[src/rtl/pipeline_ctrl_if.sv]
// Handshake bundle between the pipeline datapath and pipeline_ctrl.
// The master side is the datapath; the slave side is the controller.
interface pipeline_ctrl_if #(
  parameter int unsigned REGS_ADDR_WIDTH = 5,
  parameter int unsigned MULTI_LEN_WIDTH = 6
);
  logic                       id_read_enable1;
  logic [REGS_ADDR_WIDTH-1:0] id_read_addr1;
  logic                       id_read_enable2;
  logic [REGS_ADDR_WIDTH-1:0] id_read_addr2;
  logic                       ex_is_load;
  logic [REGS_ADDR_WIDTH-1:0] ex_write_addr;
  logic                       ex_multi_req;
  logic [MULTI_LEN_WIDTH-1:0] ex_multi_len;
  logic                       flush_req;
  logic [5:0]                 stall;
  logic                       ex_multi_done;
  logic                       flush;

  modport master (
    output id_read_enable1, id_read_addr1, id_read_enable2, id_read_addr2,
    output ex_is_load, ex_write_addr, ex_multi_req, ex_multi_len, flush_req,
    input  stall, ex_multi_done, flush
  );

  modport slave (
    input  id_read_enable1, id_read_addr1, id_read_enable2, id_read_addr2,
    input  ex_is_load, ex_write_addr, ex_multi_req, ex_multi_len, flush_req,
    output stall, ex_multi_done, flush
  );
endinterface

[src/rtl/pipeline_ctrl.sv]
// Stall/flush controller: load-use hazard detection and multi-cycle EX sequencing.
// Optional PIPELINE_CTRL_STATS_EN adds saturating stall_cycles/flush_count outputs.
module pipeline_ctrl #(
  parameter int unsigned REGS_ADDR_WIDTH = 5,
  parameter int unsigned MULTI_LEN_WIDTH = 6
) (
  input  logic           clock,
  input  logic           reset,
  pipeline_ctrl_if.slave bus
`ifdef PIPELINE_CTRL_STATS_EN
  ,
  output logic [31:0]    stall_cycles,
  output logic [31:0]    flush_count
`endif
);

  typedef enum logic {IDLE, MULTI} state_t;

  localparam logic [5:0] STALL_MULTI = 6'b001111;
  localparam logic [5:0] STALL_LOAD  = 6'b000111;
  localparam logic [MULTI_LEN_WIDTH-1:0] CNT_ONE = MULTI_LEN_WIDTH'(1);

  state_t                     state, state_nx;
  logic [MULTI_LEN_WIDTH-1:0] cnt, cnt_nx;
  logic [5:0]                 stall_c;
  logic                       done_c;
  logic                       flush_c;
  logic                       load_use;

  // Writes to r0 are discarded, so a load targeting r0 never creates a hazard.
  always_comb begin
    load_use = 1'b0;
    if (bus.ex_is_load && (bus.ex_write_addr != {REGS_ADDR_WIDTH{1'b0}})) begin
      load_use = (bus.id_read_enable1 && (bus.id_read_addr1 == bus.ex_write_addr)) ||
                 (bus.id_read_enable2 && (bus.id_read_addr2 == bus.ex_write_addr));
    end
  end

  always_ff @(posedge clock) begin
    if (reset) begin
      state <= IDLE;
      cnt   <= '0;
    end else begin
      state <= state_nx;
      cnt   <= cnt_nx;
    end
  end

  always_comb begin
    state_nx = state;
    cnt_nx   = cnt;
    stall_c  = '0;
    done_c   = 1'b0;
    flush_c  = 1'b0;
    if (reset) begin
      state_nx = IDLE;
      cnt_nx   = '0;
    end else if (bus.flush_req) begin
      flush_c  = 1'b1;
      state_nx = IDLE;
      cnt_nx   = '0;
    end else begin
      unique case (state)
        IDLE: begin
          if (bus.ex_multi_req) begin
            if (bus.ex_multi_len > CNT_ONE) begin
              stall_c  = STALL_MULTI;
              state_nx = MULTI;
              cnt_nx   = bus.ex_multi_len - CNT_ONE;
            end else begin
              done_c = 1'b1;
            end
          end else if (load_use) begin
            stall_c = STALL_LOAD;
          end
        end
        MULTI: begin
          if (cnt > CNT_ONE) begin
            stall_c = STALL_MULTI;
            cnt_nx  = cnt - CNT_ONE;
          end else begin
            done_c   = 1'b1;
            state_nx = IDLE;
            cnt_nx   = '0;
          end
        end
        default: begin
          state_nx = IDLE;
          cnt_nx   = '0;
        end
      endcase
    end
  end

  assign bus.stall         = stall_c;
  assign bus.ex_multi_done = done_c;
  assign bus.flush         = flush_c;

`ifdef PIPELINE_CTRL_STATS_EN
  always_ff @(posedge clock) begin
    if (reset) begin
      stall_cycles <= '0;
      flush_count  <= '0;
    end else begin
      if (stall_c[0] && (stall_cycles != '1)) stall_cycles <= stall_cycles + 32'd1;
      if (flush_c && (flush_count != '1))     flush_count  <= flush_count + 32'd1;
    end
  end
`endif

endmodule

[src/flat_wrapper.sv]
// flat-port wrapper written by rule: the top's interface ports become plain ports
module pipeline_ctrl_flat 
#(
  parameter int unsigned REGS_ADDR_WIDTH = 5,
  parameter int unsigned MULTI_LEN_WIDTH = 6
)
  (clock, reset, bus_id_read_enable1, bus_id_read_addr1, bus_id_read_enable2, bus_id_read_addr2, bus_ex_is_load, bus_ex_write_addr, bus_ex_multi_req, bus_ex_multi_len, bus_flush_req, bus_stall, bus_ex_multi_done, bus_flush);
  pipeline_ctrl_if #(.REGS_ADDR_WIDTH(REGS_ADDR_WIDTH), .MULTI_LEN_WIDTH(MULTI_LEN_WIDTH)) bus_i ();
  input  logic clock;
  input  logic reset;
  input wire logic [$bits(bus_i.id_read_enable1)-1:0] bus_id_read_enable1;
  input wire logic [$bits(bus_i.id_read_addr1)-1:0] bus_id_read_addr1;
  input wire logic [$bits(bus_i.id_read_enable2)-1:0] bus_id_read_enable2;
  input wire logic [$bits(bus_i.id_read_addr2)-1:0] bus_id_read_addr2;
  input wire logic [$bits(bus_i.ex_is_load)-1:0] bus_ex_is_load;
  input wire logic [$bits(bus_i.ex_write_addr)-1:0] bus_ex_write_addr;
  input wire logic [$bits(bus_i.ex_multi_req)-1:0] bus_ex_multi_req;
  input wire logic [$bits(bus_i.ex_multi_len)-1:0] bus_ex_multi_len;
  input wire logic [$bits(bus_i.flush_req)-1:0] bus_flush_req;
  output wire logic [$bits(bus_i.stall)-1:0] bus_stall;
  output wire logic [$bits(bus_i.ex_multi_done)-1:0] bus_ex_multi_done;
  output wire logic [$bits(bus_i.flush)-1:0] bus_flush;
  assign bus_i.id_read_enable1 = bus_id_read_enable1;
  assign bus_i.id_read_addr1 = bus_id_read_addr1;
  assign bus_i.id_read_enable2 = bus_id_read_enable2;
  assign bus_i.id_read_addr2 = bus_id_read_addr2;
  assign bus_i.ex_is_load = bus_ex_is_load;
  assign bus_i.ex_write_addr = bus_ex_write_addr;
  assign bus_i.ex_multi_req = bus_ex_multi_req;
  assign bus_i.ex_multi_len = bus_ex_multi_len;
  assign bus_i.flush_req = bus_flush_req;
  assign bus_stall = bus_i.stall;
  assign bus_ex_multi_done = bus_i.ex_multi_done;
  assign bus_flush = bus_i.flush;
  pipeline_ctrl #(.REGS_ADDR_WIDTH(REGS_ADDR_WIDTH), .MULTI_LEN_WIDTH(MULTI_LEN_WIDTH)) u_core (.clock(clock), .reset(reset), .bus(bus_i));
endmodule
[config.mk]
export PLATFORM = sky130hd
export DESIGN_NAME = pipeline_ctrl_flat
export DESIGN_NICKNAME = d
export VERILOG_FILES = /design/src/rtl/pipeline_ctrl_if.sv /design/src/rtl/pipeline_ctrl.sv /design/src/flat_wrapper.sv
export SDC_FILE = /design/constraint.sdc
export NUM_CORES = 1
export LEC_CHECK = 0
export CAP_MARGIN = 30
export CORE_MARGIN = 4
export CORE_UTILIZATION = 41
export CTS_CLUSTER_DIAMETER = 200
export CTS_CLUSTER_SIZE = 12
export DETAILED_ROUTE_END_ITERATION = 10
export GPL_ROUTABILITY_DRIVEN = 0
export GPL_TIMING_DRIVEN = 0
export PLACE_DENSITY = 0.88
export SYNTH_ARGS = -nofsm -noshare
export SYNTH_HDL_FRONTEND = slang
export SYNTH_SLANG_ARGS = --single-unit
[constraint.sdc]
create_clock -name clock -period 2 [get_ports clock]
set_input_delay 0.4 -clock clock [delete_from_list [all_inputs] [get_ports clock]]
set_output_delay 0.4 -clock clock [all_outputs]
set_load 0.01 [all_outputs]
After elaboration in Yosys (flattened, before gate mapping)
Index checks and enable logic that the tools add are counted.
{"block": "classes", "addsub": 2, "order_cmp": 2, "n_eq_ne": 4, "mux": 24, "bitwise_logic": 1, "n_reduce_logical": 7}
{"operator": "$mux W6", "n": 6}
{"operator": "$pmux W6 S2", "n": 2}
{"operator": "$gt A6 B1 Y1 const B", "n": 2}
{"operator": "$sub A6 B1 Y6 const B", "n": 2}
{"operator": "$mux W1", "n": 11}
{"operator": "$eq A5 B5 Y1", "n": 2}
{"operator": "$mux W4", "n": 2}
{"operator": "$reduce_bool A5 Y1", "n": 1}
{"operator": "$pmux W1 S2", "n": 2}
{"operator": "$logic_and A1 B1 Y1", "n": 3}
{"operator": "$mux W3", "n": 1}
{"operator": "$ne A2 B1 Y1 const B", "n": 1}
{"operator": "$ne A2 B2 Y1 const B", "n": 1}
{"operator": "$reduce_and A2 Y1", "n": 1}
{"operator": "$reduce_or A2 Y1", "n": 1}
{"operator": "$logic_or A1 B1 Y1", "n": 1}
{"operator": "$not A1 Y1", "n": 1}
{"block": "totals", "ff_bits": 7, "out_inout_bits": 8}

Longest topological paths before layout
{"block": "logic_depth", "ltp_word": 9, "ltp_mapped": 8}

Worst setup path before layout
Ideal clock, no wire load.
{"block": "synth_timing", "path_kind": "input to output", "from": "input bus_ex_multi_len[0]", "to": "output bus_stall[1]", "arrival_ns": 1.626, "required_ns": 1.600, "slack_ns": -0.026, "cell_stages": 7, "n_path_buf": 1, "cell_sequence": "inv_1 > ha_1 > nor2_1 > o31ai_4 > o21a_1 > o22ai_1 > buf_4"}
{"block": "synth_via", "elab_chain_len": 6}
{"element": "start, declared", "line_no": "flat_wrapper.sv:18", "rtl": "input wire logic [$bits(bus_i.ex_multi_len)-1:0] bus_ex_multi_len;"}
{"element": "$gt A6 B1 Y1", "line_no": "pipeline_ctrl.sv:66", "rtl": "if (bus.ex_multi_len > CNT_ONE) begin"}
{"element": "$mux W4", "line_no": "pipeline_ctrl.sv:66"}
{"element": "$mux W6", "line_no": "pipeline_ctrl.sv:65", "rtl": "if (bus.ex_multi_req) begin"}
{"element": "$pmux W6 S2", "line_no": "pipeline_ctrl.sv:63", "rtl": "unique case (state)"}
{"element": "$mux W6", "line_no": "pipeline_ctrl.sv:58", "rtl": "end else if (bus.flush_req) begin"}
{"element": "$mux W6", "line_no": "pipeline_ctrl.sv:55", "rtl": "if (reset) begin"}
{"element": "end, declared", "line_no": "flat_wrapper.sv:20", "rtl": "output wire logic [$bits(bus_i.stall)-1:0] bus_stall;"}
No other way between the ends.

Final worst setup path
{"block": "layout_timing", "from": "register u_core.cnt[2]", "to": "output bus_stall[2]"}
{"block": "layout_via", "elab_chain_len": 5}
{"element": "start, declared", "line_no": "pipeline_ctrl.sv:24", "rtl": "logic [MULTI_LEN_WIDTH-1:0] cnt, cnt_nx;"}
{"element": "start signal, assigned", "line_no": "pipeline_ctrl.sv:45", "rtl": "cnt <= cnt_nx;"}
{"element": "$gt A6 B1 Y1", "line_no": "pipeline_ctrl.sv:78", "rtl": "if (cnt > CNT_ONE) begin"}
{"element": "$mux W4", "line_no": "pipeline_ctrl.sv:78"}
{"element": "$pmux W6 S2", "line_no": "pipeline_ctrl.sv:63"}
{"element": "$mux W6", "line_no": "pipeline_ctrl.sv:58"}
{"element": "$mux W6", "line_no": "pipeline_ctrl.sv:55"}
No other way between the ends.

==> flow_summary_export.csv <==
group,metric,value,unit
cts,h-tree-depth,1,
sta,setup_viol,5,
sta,layout_setup_ws,-0.270,ns
logic_synthesis,netlist_area,792,um^2
grt,first_global_vias,886,
cts,root_buffer,"clkbuf_4",
setup_path,critical-path-top-delay-family,"simple AND/OR/NAND/NOR gates",
final_layout,fillCellCount,140,
pwr,sw_frac_of_total,0.338,
final_layout,antennaDiodeCount,0,
sta,rsz0062_at_grt,"true",
sta,max_freq,441,MHz
cts,clk_path_buf_depth,2,
drt,viasPerCell,5.38,
logic_synthesis,synth_seq_cells,7,
setup_path,critPathArrivalTime,1.87,ns
logic_synthesis,synth.avg_cell_area,7.84,um^2
pwr,p_switching,0.000177,W
status,status,"finished with violations",
grt,grtUsageTotal,0.186,
drt,via_count,909,
pwr,leakage,0.562,nW
grt,grt_overflow_total,0,
pwr,p_clk_frac,0.263,
setup_path,r2r_setup_slack,0.11,ns
logic_synthesis,seq_area_frac_synth,0.177,
run,drv_cap,0,
setup_path,crit_path_end_kind,"output port",
final_layout,synthToLayoutAreaGrowth,64.8,%
logic_synthesis,synth_cells,101,
sta,final-hold-violation-count,0,
setup_path,path_max_fanout,3,
logic_synthesis,synth_edf_count,0,
drt,drt-total-wl,2.28,mm
grt,antenna_found_initial,0,
cts,cts_hold_buf,0,
setup_path,slowest_stage,"or4_4",
cts,tritoncts,"built",
cts,clk_pin_slew_worst_paths,0.06,ns
cts,cts_buffers,3,
setup_path,crit_type,"flip-flop to output port",
final_layout,nNetsFinal,177,
logic_synthesis,ys_top_cells_by_area,"dfxtp_1 18%, xor2_1 8.8%, xnor2_1 6.6%",
placement,hpwl,1.68,mm
logic_synthesis,async_flop_share,0,
setup_path,cp_cell_sequence,"or4_4 -> o21ai_4 -> o21a_1 -> o22ai_2 -> buf_4 -> buf_6",
drt,ant_nets,0,
final_layout,stdcell_count,169,
placement,portBuffers,33,
cts,clock-sinks,7,
logic_synthesis,synth.top_cell.area_share,0.177,
sta,period_share,1.13,
setup_path,worstReg2RegStart,"u_core.cnt[1]$_SDFFE_PP0P_",
logic_synthesis,yosysWarnings,0,
grt,grt_pass1_wl,3.75,mm
sta,setup_tns,-0.905,ns
setup_path,worst-r2r-cell-count,8,
final_layout,drive_gt1_frac,0.326,
sta,min_period,2.27,ns
drt,wl_per_cell,13.5,um
drt,drt_iter0_markers,8,
floorplan,die_x,52.0,um
setup_path,cp_slowest_stage_delay,0.57,ns
floorplan,row_count,15,
pwr,p_total,0.000524,W
hold_path,hp-class,"flip-flop to flip-flop",
setup_path,crit_path_start_kind,"flip-flop",
setup_path,r2r-end,"u_core.cnt[5]$_SDFFE_PP0P_",
setup_path,path_depth,6,
drt,drc,0,
cts,clk_latency,0.26,ns
setup_path,critPathBufInv,2,
drt,firstDrtPassIters,4,
floorplan,die_h,52.0,um
floorplan,pin_count,36,
final_layout,final_area,1310,um^2
setup_path,crit_start,"u_core.cnt[2]$_SDFFE_PP0P_",
pwr,peakVddDrop,0.000292,V
grt,grt_max_degree,11,
pwr,cell_internal_pwr,0.000347,W
pwr,powerDensity,402,nW/um^2
floorplan,core-area,1780,um^2
sta,fin_skew,0.00500,ns
floorplan,start_util,0.444,
status,failed_checks,"setup timing",
sta,drv_slew,0,
setup_path,crit_end,"bus_stall[2]",
placement,placed_area,1160,um^2
placement,dpl.cell_count,160,
logic_synthesis,yosysUniqueCellTypes,36,
logic_synthesis,synth_top_area_cell,"dfxtp_1",
floorplan,die-area,2700,um^2
pwr,p_seq_frac,0.295,
logic_synthesis,synth_top_flop_cell,"dfxtp_1",
setup_path,required,1.60,ns
pwr,pwr-share-comb,0.443,
==> Yosys cell counts, types with 2 or more instances <==
cell type	instances
ha_1	4
nand2_1	2
a211oi_2	2
o22ai_1	3
dfxtp_1	7
inv_1	5
nor3_1	6
nor4_1	2
a31oi_1	2
o21ai_0	6
xor2_1	8
xnor2_1	6
clkbuf_8	2
nor2_1	13
a21oi_1	7
buf_4	4
nor3b_1	2
or4_1	2
==> cells by family (layout without fill, tap and decap cells) <==
kind of cell / Yosys count / count (layout) / synth area share
buffers and inverters: 12 / 54 / 0.111
adders and majority gates: 4 / 4 / 0.0632
other: 1 / 2 / 0.00473
DFF: 7 / 7 / 0.177
and+or+nand+nor: 37 / 37 / 0.256
AOI/OAI and AO/OA: 26 / 26 / 0.234
xor gates and xnor gates: 14 / 14 / 0.155
==> cell type report <==
cell class                      count  area, um^2  share of cell area
Multi-Input combinational cell     83         663               0.508
Timing Repair Buffer               38         353               0.270
Sequential cell                     7         144               0.110
Buffer                              7        68.8              0.0527
Tap cell                           25        31.3              0.0240
Clock buffer                        4        26.3              0.0201
Inverter                            5        18.8              0.0144
==> how the worst min path moves through the flow <==
stage	startpoint	end	cells after the start
2_1_floorplan	u_core.cnt[2]$_SDFFE_PP0P_	u_core.cnt[2]$_SDFFE_PP0P_	2
3_3_place_gp	u_core.cnt[2]$_SDFFE_PP0P_	u_core.cnt[2]$_SDFFE_PP0P_	2
3_5_place_dp	u_core.cnt[2]$_SDFFE_PP0P_	u_core.cnt[2]$_SDFFE_PP0P_	2
4_1_cts	u_core.cnt[2]$_SDFFE_PP0P_	u_core.cnt[2]$_SDFFE_PP0P_	2
5_1_grt	u_core.cnt[2]$_SDFFE_PP0P_	u_core.cnt[2]$_SDFFE_PP0P_	2
6_report	u_core.cnt[2]$_SDFFE_PP0P_	u_core.cnt[2]$_SDFFE_PP0P_	2
==> placed cells by master (no fill, tap or decap), drive strengths merged, types with 2 or more instances in the layout <==
master         instances
nor2                  13
or4                    3
a211oi                 2
clkdlybuf4s50         12
a31oi                  2
ha                     4
nor3b                  2
nor3                   6
nand2                  2
clkbuf                10
xor2                   8
xnor2                  6
dlymetal6s2s           7
clkdlybuf4s15          2
o22ai                  3
nor4                   2
inv                    5
o21ai                  7
buf                   15
conb                   2
dfxtp                  7
dlygate4sd2            3
a21oi                  7
==> registers in the layout (all words and copies together) (netlist names) <==
name	flops
u_core.cnt	6
u_core.state	1
==> worst reg2reg max path: stages, from the launching register on <==
cell     delay (ns)
dfxtp_1        0.31
inv_1          0.12
ha_1           0.26
nor2_4         0.19
o21ai_4        0.08
buf_4          0.17
or4_1          0.47
o21ai_0        0.09
a32o_1         0.13
==> repair_timing <==
| action | in CTS | in global routing |
|---|---|---|
| pin swaps | 11 | 10 |
| gates cloned | 0 | 0 |
| setup buffers | 4 | 1 |
| gates resized for setup | 49 | 23 |
| setup endpoints to repair | 7 | 6 |
==> routing by layer <==
metal,vias to the layer above,global-route usage,wire [um]
met2,43,0.324,1080
met4,0,0.0830,65
li1,449,-,-
met1,409,0.189,906
met3,8,0.0831,223
met5,-,0,0
==> stage by stage <==
stage | setup slack, ns | hold slack (ns) | utilization
finish | -0.270 | 0.473 | 0.732
global route | -0.344 | 0.518 | 0.732
CTS | -0.293 | 0.503 | 0.708
global placement | -1.07 | 0.477 | 0.653
floorplan | 0.0670 | 0.462 | -
detailed placement | -1.10 | 0.493 | 0.653
==> power groups by stage <==
stage | Sequential, W | Clock [W] | Combinational (W)
5_1_grt | 0.000155 | 0.000160 | 0.000254
2_1_floorplan | 0.000154 | 0 | 0.000112
6_report | 0.000154 | 0.000138 | 0.000232
3_3_place_gp | 0.000155 | 0 | 0.000199
4_1_cts | 0.000153 | 0.000141 | 0.000222
3_5_place_dp | 0.000156 | 0 | 0.000205
No activity file was read; power rests on OpenSTA's default activity.
